## config.mk

```make
export PLATFORM = sky130hd
export DESIGN_NAME = truth_table_sweeper
export DESIGN_NICKNAME = d
export VERILOG_FILES = /design/src/rtl/truth_table_sweeper.sv
export SDC_FILE = /design/constraint.sdc
export NUM_CORES = 1
export LEC_CHECK = 0
export CAP_MARGIN = 15
export CORE_ASPECT_RATIO = 0.7
export CORE_UTILIZATION = 45
export DETAILED_ROUTE_END_ITERATION = 6
export PLACE_DENSITY = 0.66
export SLEW_MARGIN = 20
export SYNTH_ARGS = -nofsm -noshare
export SYNTH_HDL_FRONTEND = slang
export SYNTH_SLANG_ARGS = --single-unit
```

## constraint.sdc

```tcl
create_clock -name clk -period 2.5 [get_ports clk]
set_clock_uncertainty 0.15 [all_clocks]
set_input_delay 0.5 -clock clk [delete_from_list [all_inputs] [get_ports clk]]
set_output_delay 0.5 -clock clk [all_outputs]
set_load 0.02 [all_outputs]
```

## src/rtl/truth_table_sweeper.sv

```systemverilog
// Sweeps all 8 input rows of a 3-input circuit and captures its
// truth table, comparing the result with an expected code.
module truth_table_sweeper #(
  parameter int unsigned SETTLE   = 4,
  parameter logic [7:0]  EXPECTED = 8'h09
) (
  input  logic       clk,
  input  logic       rst_n,
  input  logic       start,
  input  logic       abort,
  input  logic       dut_out,
  output logic       in1,
  output logic       in2,
  output logic       in3,
  output logic       busy,
  output logic       done,
  output logic [7:0] table_code,
  output logic       match
);

  typedef enum logic [1:0] {
    IDLE,
    DRIVE,
    SAMPLE,
    DONE
  } state_t;

  localparam logic [7:0] LAST = 8'(SETTLE - 1);

  state_t     state;
  state_t     state_nx;
  logic [2:0] row;
  logic [7:0] cnt;
  logic [7:0] work;
  logic [7:0] work_nx;

  // next-state decode; abort only matters while sweeping
  always_comb begin
    state_nx = state;
    unique case (state)
      IDLE: begin
        if (start && !abort)
          state_nx = DRIVE;
      end
      DRIVE: begin
        if (abort)
          state_nx = IDLE;
        else if (cnt == LAST)
          state_nx = SAMPLE;
      end
      SAMPLE: begin
        if (abort)
          state_nx = IDLE;
        else if (row == 3'd7)
          state_nx = DONE;
        else
          state_nx = DRIVE;
      end
      DONE: state_nx = IDLE;
      default: state_nx = IDLE;
    endcase
  end

  // working register with the current row's sample merged in
  always_comb begin
    work_nx = work;
    work_nx[3'd7 - row] = dut_out;
  end

  // state, row/settle counters and captured results
  always_ff @(posedge clk) begin
    if (!rst_n) begin
      state      <= IDLE;
      row        <= 3'd0;
      cnt        <= 8'd0;
      work       <= 8'd0;
      table_code <= 8'd0;
      match      <= 1'b0;
    end else begin
      state <= state_nx;
      unique case (state)
        IDLE: begin
          if (state_nx == DRIVE) begin
            row  <= 3'd0;
            cnt  <= 8'd0;
            work <= 8'd0;
          end
        end
        DRIVE: cnt <= cnt + 8'd1;
        SAMPLE: begin
          if (!abort) begin
            work <= work_nx;
            cnt  <= 8'd0;
            if (row != 3'd7) begin
              row <= row + 3'd1;
            end else begin
              table_code <= work_nx;
              match      <= (work_nx == EXPECTED);
            end
          end
        end
        DONE: begin
        end
        default: begin
        end
      endcase
    end
  end

  // Moore outputs decoded from state
  always_comb begin
    busy = (state == DRIVE) || (state == SAMPLE);
    done = (state == DONE);
    {in1, in2, in3} = busy ? row : 3'd0;
  end

endmodule

```

==> flow_metrics.tcl, run 1 <==
set metrics [dict create \
    status "complete, no violations" \
    m1WireLength_mm 2.07 \
    yosysTopAreaCell "dfxtp_1" \
    irDropWorstVdd_v 0.000336 \
    cts_tree "yes" \
    grt_use_total 0.211 \
    seq_area_frac_synth 0.343 \
    final-max-slew-violation-count 0 \
    cts_buffers 5 \
    root_buffer "clkbuf_8" \
    wl_met2_mm 1.66 \
    rrSetupSlack_ps 300 \
    synth_flop_cell "dfxtp_1" \
    tightest_slew_ps 624 \
    relSlewSlack 0.582 \
    r2r_start "state[1]" \
    reg2reg_to "cnt[7]" \
    synth-edff-count 0 \
    synth_cell_types 46 \
    cp_slowest_cell "clkdlybuf4s50_1" \
    gp_congestion 0.885 \
    crit_arrival_ps 1720 \
    critPathBufInv 2 \
    max_freq_ghz 0.422 \
    register_area_sq_um 602 \
    async_flop_share 0 \
    critical_path_depth 3 \
    dpl-instance-area_sq_um 2010 \
    initial_core_util 0.482 \
    vias 1563 \
    path_class "reg2out" \
    path_cells "inv_1 > ha_1 > clkdlybuf4s50_1" \
    clockBufferDepth 2 \
    fin_crit_sh 0.947 \
    grt_max_degree 16 \
    grt_overflow 0 \
    p_leak_uw 0.000796 \
    coreArea_sq_um 3630 \
    avgSynthCellArea_sq_um 8.49 \
    yosysMostFrequentCell "dfxtp_1" \
    crit_path_end_kind "output port" \
    drt-initial-drc-count 120 \
    rsz0062_at_grt "no" \
    critPathLaunchType "flip-flop" \
    setup_tns_ps 0 \
    layout-drive-gt1-share 0.129 \
    fin_area_sq_um 2110 \
    max-cap-violations 0 \
    top_layer "met4" \
    route.met3.wl_um 185 \
    p_per_area_nw_per_um2 461 \
    critPathRequiredTime_ps 1850 \
    ant_nets 0 \
    syn-num-nets 218 \
    period_needed_ps 2370 \
    drt-total-wl_mm 3.96 \
    synthesis.area_sq_um 1750 \
    crit_fanout 7 \
    hold_violations 0 \
    synth_cells 206 \
    h-tree-depth 2 \
    grt_first_pass_wirelength_mm 6.64 \
    grt_pass1_vias 1451 \
    cpLargestDelayFamily "buffers and inverters" \
    wl_per_cell_um 14.0 \
    num_antenna_cells 0 \
    rows 18 \
    antenna_found_initial 0 \
    max_stage_delay_ps 620 \
    drc_errors 0 \
    yosys_warnings 0 \
    min_to "work[6]" \
    fin_nets 243 \
    clkSinkCount 30 \
    nFillCells 334 \
    portBuffers 18 \
    pin_count 19 \
    die_w_um 76.5 \
    ys_top_cells_by_count "dfxtp_1 (30), nor2_1 (23), o21ai_0 (16)" \
    clk_pin_slew_worst_paths_ps 70 \
    synth_area_leaders "dfxtp_1 (34%), mux2i_1 (5.2%), ha_1 (5.0%), nor2_1 (4.9%), o21ai_0 (4.6%)" \
    insertion_delay_ps 280 \
    hold_start "work[6]" \
    area_delta_synth_final_pct 20.6 \
    multi_input_area_sq_um 1060 \
    hold_depth 2 \
    dieArea_sq_um 4140 \
    drt_pass1_iterations 4 \
    synth-seq-cells 30 \
    worst-r2r-cell-count 6 \
    hp-class "reg2reg" \
    synth_top_area_frac 0.343 \
    die_height_um 54.2 \
    hpwl_mm 2.84 \
    vias_per_cell 5.54 \
    setup_viol 0 \
]
layout by cell type, fill, tap and decap left out, types with 4 or more instances in the layout:
cell,synthesis,routed
dfxtp_1,30,29
clkdlybuf4s50_1,0,15
nand3_1,5,5
o21ai_0,16,16
a21boi_0,6,6
ha_1,7,7
mux2i_1,9,9
clkbuf_8,0,6
or2_2,4,4
a21oi_1,5,5
nor2_1,23,23
buf_4,3,10
nand2_1,14,14
a211oi_1,5,5
nand2b_1,6,6
o21a_1,8,8
inv_1,9,9
nor3_1,8,8
cells by family after synthesis:
| family | synth area share |
|---|---|
| muxes | 0.0579 |
| adders and majority gates | 0.0501 |
| DFF | 0.343 |
| AOI/OAI and AO/OA | 0.217 |
| and+or+nand+nor | 0.279 |
| buffers and inverters | 0.0522 |
worst register-to-register path: stages, from the launching register on:
cell      delay (ps)
dfxtp_2          390
inv_1             70
ha_1             280
a21o_1           210
a2111o_1         510
nor4_1           380
o21a_1           150
registers in the layout (all words and copies together) (netlist names):
register and flops:
state 2, table_code 8, work 8, match 1
cnt 8, row 3
through the flow:
stage	hold WS, ps	worst slack (ps)	cells	util	total power [uW]
floorplan	274	398	206	-	545
global placement	293	238	274	0.554	576
detailed placement	302	143	274	0.554	579
CTS	321	9.39	282	0.580	978
global route	347	52.7	282	0.582	1010
finish	317	132	282	0.582	973
routing by layer:
| layer | GRT usage | vias to the layer above |
|---|---|---|
| met4 | 0.0673 | 0 |
| met3 | 0.0576 | 7 |
| li1 | - | 782 |
| met5 | 0 | - |
| met2 | 0.342 | 44 |
| met1 | 0.276 | 730 |
final cells by class:
type	instances	share of cell area
timing repair buffer	28	0.125
clock inverter	1	0.00237
sequential	30	0.285
inverter	9	0.0160
clock buffer	7	0.0409
tap	50	0.0297
multi-input combinational	157	0.501
power breakdown:
| part | total [uW] | internal (uW) | leakage, uW | switching (uW) |
|---|---|---|---|---|
| Sequential | 481 | 480 | 0.000242 | 1.26 |
| Clock | 404 | 222 | 0.0000482 | 182 |
| Combinational | 88.4 | 34.6 | 0.000506 | 53.8 |
what timing repair did:
item / CTS / global route
hold buffers: 0 / 0
gates resized for setup: 1 / 3
endpoints found under the setup margin: 3 / 3
gates cloned: 0 / 0
buffers inserted: 0 / 0
worst max path at each step:
stage / start / to / slack, ps
2_1_floorplan: state[0] / cnt[7] / 400
3_3_place_gp: abort / cnt[7] / 240
3_5_place_dp: abort / cnt[7] / 140
4_1_cts: state[1] / in1 / 9
5_1_grt: state[1] / busy / 50
6_report: state[1] / busy / 130
No activity file was read; power rests on OpenSTA's default activity.
==> inputs of run 2 (changes only) <==
--- a/config.mk
+++ b/config.mk
@@ -6,10 +6,13 @@
 export NUM_CORES = 1
 export LEC_CHECK = 0
 export CAP_MARGIN = 15
+export CELL_PAD_IN_SITES_DETAIL_PLACEMENT = 2
+export CELL_PAD_IN_SITES_GLOBAL_PLACEMENT = 2
 export CORE_ASPECT_RATIO = 0.7
-export CORE_UTILIZATION = 45
+export CORE_UTILIZATION = 38
 export DETAILED_ROUTE_END_ITERATION = 6
-export PLACE_DENSITY = 0.66
+export DONT_BUFFER_PORTS = 1
+export PLACE_DENSITY_LB_ADDON = 0.1
 export SLEW_MARGIN = 20
 export SYNTH_ARGS = -nofsm -noshare
 export SYNTH_HDL_FRONTEND = slang
==> run 2 against run 1 <==
  * Clock power up 3%
  * Sequential power hardly changed
  * Die area rose by 18%
  * Global-route usage increased by 1.0 points
  * Critical path depth up 3
  * Non-clock buffer count decreased by 20
  * Worst hold slack got worse by 140 ps
  * Sequential cell count unchanged
==> flow_metrics.tcl, run 2 (same netlist as run 1, synthesis figures left out) <==
set metrics [dict create \
    hp-class "in2reg" \
    clk_pin_slew_worst_paths_ps 70 \
    reg2reg_to "cnt[7]" \
    num_antenna_cells 0 \
    vias_per_cell 5.83 \
    clockBufferDepth 2 \
    fin_ws_ps 185 \
    irDropWorstVdd_v 0.000260 \
    area_delta_synth_final_pct 9.51 \
    register_area_sq_um 601 \
    die_height_um 58.8 \
    max_stage_delay_ps 530 \
    cts_resized 0 \
    p_per_area_nw_per_um2 507 \
    period_needed_ps 2320 \
    grt_pass1_vias 1618 \
    nFillCells 489 \
    final-max-slew-violation-count 0 \
    worst-r2r-cell-count 6 \
    critPathRequiredTime_ps 2580 \
    fin_area_sq_um 1920 \
    die_w_um 83.1 \
    setup_tns_ps 0 \
    path_cells "inv_1 > ha_1 > a21o_1 > a2111o_1 > nor4_1 > o21a_1" \
    power_frac_seq 0.497 \
    fin_cells 267 \
    fin_nets 223 \
    insertion_delay_ps 290 \
    grt_first_pass_wirelength_mm 8.20 \
    grt_use_total 0.221 \
    crit_fanout 9 \
    p_leak_uw 0.000664 \
    antenna_found_initial 0 \
    crit_path_end "cnt[7]" \
    switching_power_uw 246 \
    hold_violations 0 \
    clockPowerShare 0.430 \
    max-cap-violations 0 \
    h-tree-depth 2 \
    crit_arrival_ps 2400 \
    cts_tree "yes" \
    layout-drive-gt1-share 0.132 \
    vias 1557 \
    dpl-instance-area_sq_um 1820 \
    drc_errors 0 \
    swShare 0.253 \
    crit_path_end_kind "flip-flop" \
    setup_viol 0 \
    portBuffers 0 \
    grt_max_degree 15 \
    drt_pass1_iterations 4 \
    rsz0062_at_grt "no" \
    path_class "reg2reg" \
    hold_start "rst_n" \
    ant_nets 0 \
    fin_crit_sh 0.926 \
    critPathLaunchType "flip-flop" \
    drt-total-wl_mm 5.03 \
    dieArea_sq_um 4880 \
    root_buffer "clkbuf_8" \
    hpwl_mm 3.72 \
    cts_buffers 5 \
    critical_path_depth 6 \
    intPower_uw 726 \
    status "complete, no violations" \
    clkSinkCount 30 \
    rows 20 \
    pin_count 19 \
    final_cell_mix "dfxtp_1 (30), nor2_1 (23), o21ai_0 (16)" \
    dp_slack_ps 177 \
    tightest_slew_ps 610 \
    place_inst 259 \
    cp_slowest_cell "a2111o_1" \
    rrSetupSlack_ps 180 \
    gp_congestion 0.850 \
    coreArea_sq_um 4380 \
    startpoint "state[0]" \
    multi_input_area_sq_um 1060 \
    critPathBufInv 1 \
    grt_overflow 0 \
    top_regs "cnt (8), table_code (8), work (8)" \
    relSlewSlack 0.593 \
    holdBufCountCts 0 \
    r2r_start "state[0]" \
    final_common_cell "dfxtp_1" \
    drt-initial-drc-count 73 \
    p_comb_frac 0.073 \
    cpLargestDelayFamily "compound AO/OA/AOI/OAI gates" \
    initial_core_util 0.399 \
    max_freq_ghz 0.432 \
    wl_per_cell_um 18.8 \
    post-cts-setup-buffers 0 \
]
## run 2: worst min-delay path by stage
| stage | cells past startpoint | endpoint | slack, ps |
|---|---|---|---|
| after floorplan | 2 | work[6] | 270 |
| after global placement | 2 | work[6] | 290 |
| after detailed placement | 2 | work[6] | 320 |
| after CTS | 1 | cnt[4] | 170 |
| after global routing | 1 | cnt[4] | 160 |
| final | 1 | cnt[4] | 180 |
## run 2: final cells by class
type	instances	share of cell area
clock inverter	2	0.00653
multi-input combinational	157	0.552
sequential	30	0.314
timing repair buffer	8	0.0314
inverter	9	0.0176
clock buffer	6	0.0431
tap	55	0.0359
## run 2: routing by layer
layer	track usage	wire length, um
met5	0	0
met1	0.289	2510
met3	0.0533	153
met4	0.0640	53
met2	0.370	2310
## run 2: power by group through the flow
stage	Combinational (uW)	Sequential, uW	Clock (uW)
2_1_floorplan	51.6	493	0
3_3_place_gp	66.3	493	0
3_5_place_dp	70.2	494	0
4_1_cts	70.9	483	429
5_1_grt	78.4	483	457
6_report	70.7	483	418
## run 2: metrics by stage
| step | utilization | hold WS [ps] | power [uW] |
|---|---|---|---|
| after floorplan | - | 274 | 545 |
| after global placement | 0.416 | 287 | 559 |
| after detailed placement | 0.416 | 315 | 564 |
| after CTS | 0.437 | 171 | 983 |
| after global routing | 0.437 | 164 | 1020 |
| final | 0.437 | 177 | 972 |
==> inputs of run 3 (changes only) <==
--- a/config.mk
+++ b/config.mk
@@ -9,10 +9,11 @@
 export CELL_PAD_IN_SITES_DETAIL_PLACEMENT = 2
 export CELL_PAD_IN_SITES_GLOBAL_PLACEMENT = 2
 export CORE_ASPECT_RATIO = 0.7
-export CORE_UTILIZATION = 38
+export CORE_UTILIZATION = 30
 export DETAILED_ROUTE_END_ITERATION = 6
 export DONT_BUFFER_PORTS = 1
 export PLACE_DENSITY_LB_ADDON = 0.1
+export SKIP_CTS_REPAIR_TIMING = 1
 export SLEW_MARGIN = 20
 export SYNTH_ARGS = -nofsm -noshare
 export SYNTH_HDL_FRONTEND = slang
==> run 3 against run 2 <==
  * Global-route usage decreased by 3.7 points
  * Sequential cell count unchanged
  * Core utilization decreased by 7.9 points
  * Fmax increased by 1.7%
  * Critical path depth unchanged
  * Setup slack improved by 38 ps
  * Total power increased by 0.68%
  * Cell count increased by 6.7%
  * Combinational power increased by 3.8%
  * Clock power increased by 1%
  * Sequential power about the same
  * Critical path type unchanged
  * Critical endpoint unchanged
  * Largest cell class unchanged
==> flow_metrics.tcl, run 3 (same netlist as run 1, synthesis figures left out) <==
set metrics [dict create \
    status "complete, no violations" \
    period_needed_ps 2280 \
    drt_pass1_iterations 4 \
    drt-total-wl_mm 5.13 \
    relSlewSlack 0.568 \
    rsz0062_at_grt "no" \
    grt_max_degree 15 \
    dieArea_sq_um 6140 \
    cp_slowest_cell "a2111o_1" \
    area_delta_synth_final_pct 11.2 \
    max-cap-violations 0 \
    num_antenna_cells 0 \
    root_buffer "clkbuf_8" \
    critPathRequiredTime_ps 2580 \
    power_uw 978 \
    grt_first_pass_wirelength_mm 8.36 \
    setup_viol 0 \
    max_freq_ghz 0.439 \
    die_height_um 65.9 \
    hold_start "rst_n" \
    nFillCells 622 \
    rows 22 \
    critPathBufInv 1 \
    hold_violations 0 \
    gp_congestion 0.758 \
    cts_buffers 5 \
    critPathLaunchType "flip-flop" \
    drc_errors 0 \
    p_per_area_nw_per_um2 503 \
    vias_per_cell 5.38 \
    p_leak_uw 0.000669 \
    antenna_found_initial 0 \
    final_common_cell "dfxtp_1" \
    path_class "reg2reg" \
    multi_input_area_sq_um 1060 \
    vias 1534 \
    final-max-slew-violation-count 0 \
    insertion_delay_ps 290 \
    clk_pin_slew_worst_paths_ps 70 \
    hp-class "in2reg" \
    grt_overflow 0 \
    drt-initial-drc-count 36 \
    coreArea_sq_um 5420 \
    portBuffers 0 \
    crit_path_end_kind "flip-flop" \
    path_cells "inv_1 > ha_1 > a21o_1 > a2111o_1 > nor4_1 > o21a_1" \
    h-tree-depth 2 \
    tightest_slew_ps 647 \
    startpoint "state[1]" \
    clkSinkCount 30 \
    register_area_sq_um 601 \
    grt_pass1_vias 1636 \
    top_regs "cnt (8), table_code (8), work (8)" \
    fin_crit_sh 0.911 \
    final_cell_mix "dfxtp_1 (30), nor2_1 (23), o21ai_0 (16)" \
    hpwl_mm 3.86 \
    cts_tree "yes" \
    clockBufferDepth 2 \
    setup_tns_ps 0 \
    layout-drive-gt1-share 0.136 \
    initial_core_util 0.323 \
    fin_nets 224 \
    pin_count 19 \
    grt_use_total 0.184 \
    max_stage_delay_ps 540 \
    crit_arrival_ps 2360 \
    wl_per_cell_um 18.0 \
    crit_fanout 7 \
    ant_nets 0 \
    die_w_um 93.3 \
    cpLargestDelayFamily "compound AO/OA/AOI/OAI gates" \
    r2r_start "state[1]" \
    irDropWorstVdd_v 0.000173 \
]
run 3: area by class of cell:
cell class | instances | area share
multi-input cells | 157 | 0.544
flip-flops and latches | 30 | 0.309
well taps | 72 | 0.0463
clock buffers | 6 | 0.0425
repair buffers | 9 | 0.0347
inverters | 9 | 0.0174
clock inverters | 2 | 0.00644
run 3: worst paths after layout:
kind / to / slack [ps] / cells past startpoint
hold / removal: cnt[4] / 180 / 1
setup reg to reg: cnt[7] / 220 / 6
setup / recovery: cnt[7] / 220 / 6
hold reg to reg: cnt[1] / 350 / 2
run 3: worst register-to-register path, stage by stage, from the launching register on:
cell and delay [ps]:
dfxtp_1 450, inv_1 110, ha_1 290, a21o_1 210, a2111o_1 540, nor4_1 340
o21a_1 140
run 3: power breakdown:
part | switching [uW] | total [uW] | internal [uW]
clock | 203 | 424 | 221
combinational | 46.7 | 73.4 | 26.7
sequential | 1.09 | 481 | 480
run 3: routing by layer:
metal	wire, um	GRT usage	share of wire
met2	2210	0.278	0.43
met4	100	0.0769	0.019
met5	0	0	0
met1	2650	0.250	0.52
met3	172	0.0425	0.034
run 3: through the flow:
step	utilization	area [sq um]	instances	setup slack [ps]	hold slack [ps]
2_1_floorplan	-	1750	206	398	274
3_3_place_gp	0.341	1850	277	386	290
3_5_place_dp	0.341	1850	277	203	338
4_1_cts	0.359	1940	285	178	173
6_report	0.359	1940	285	223	181
5_1_grt	0.359	1940	285	48.4	168
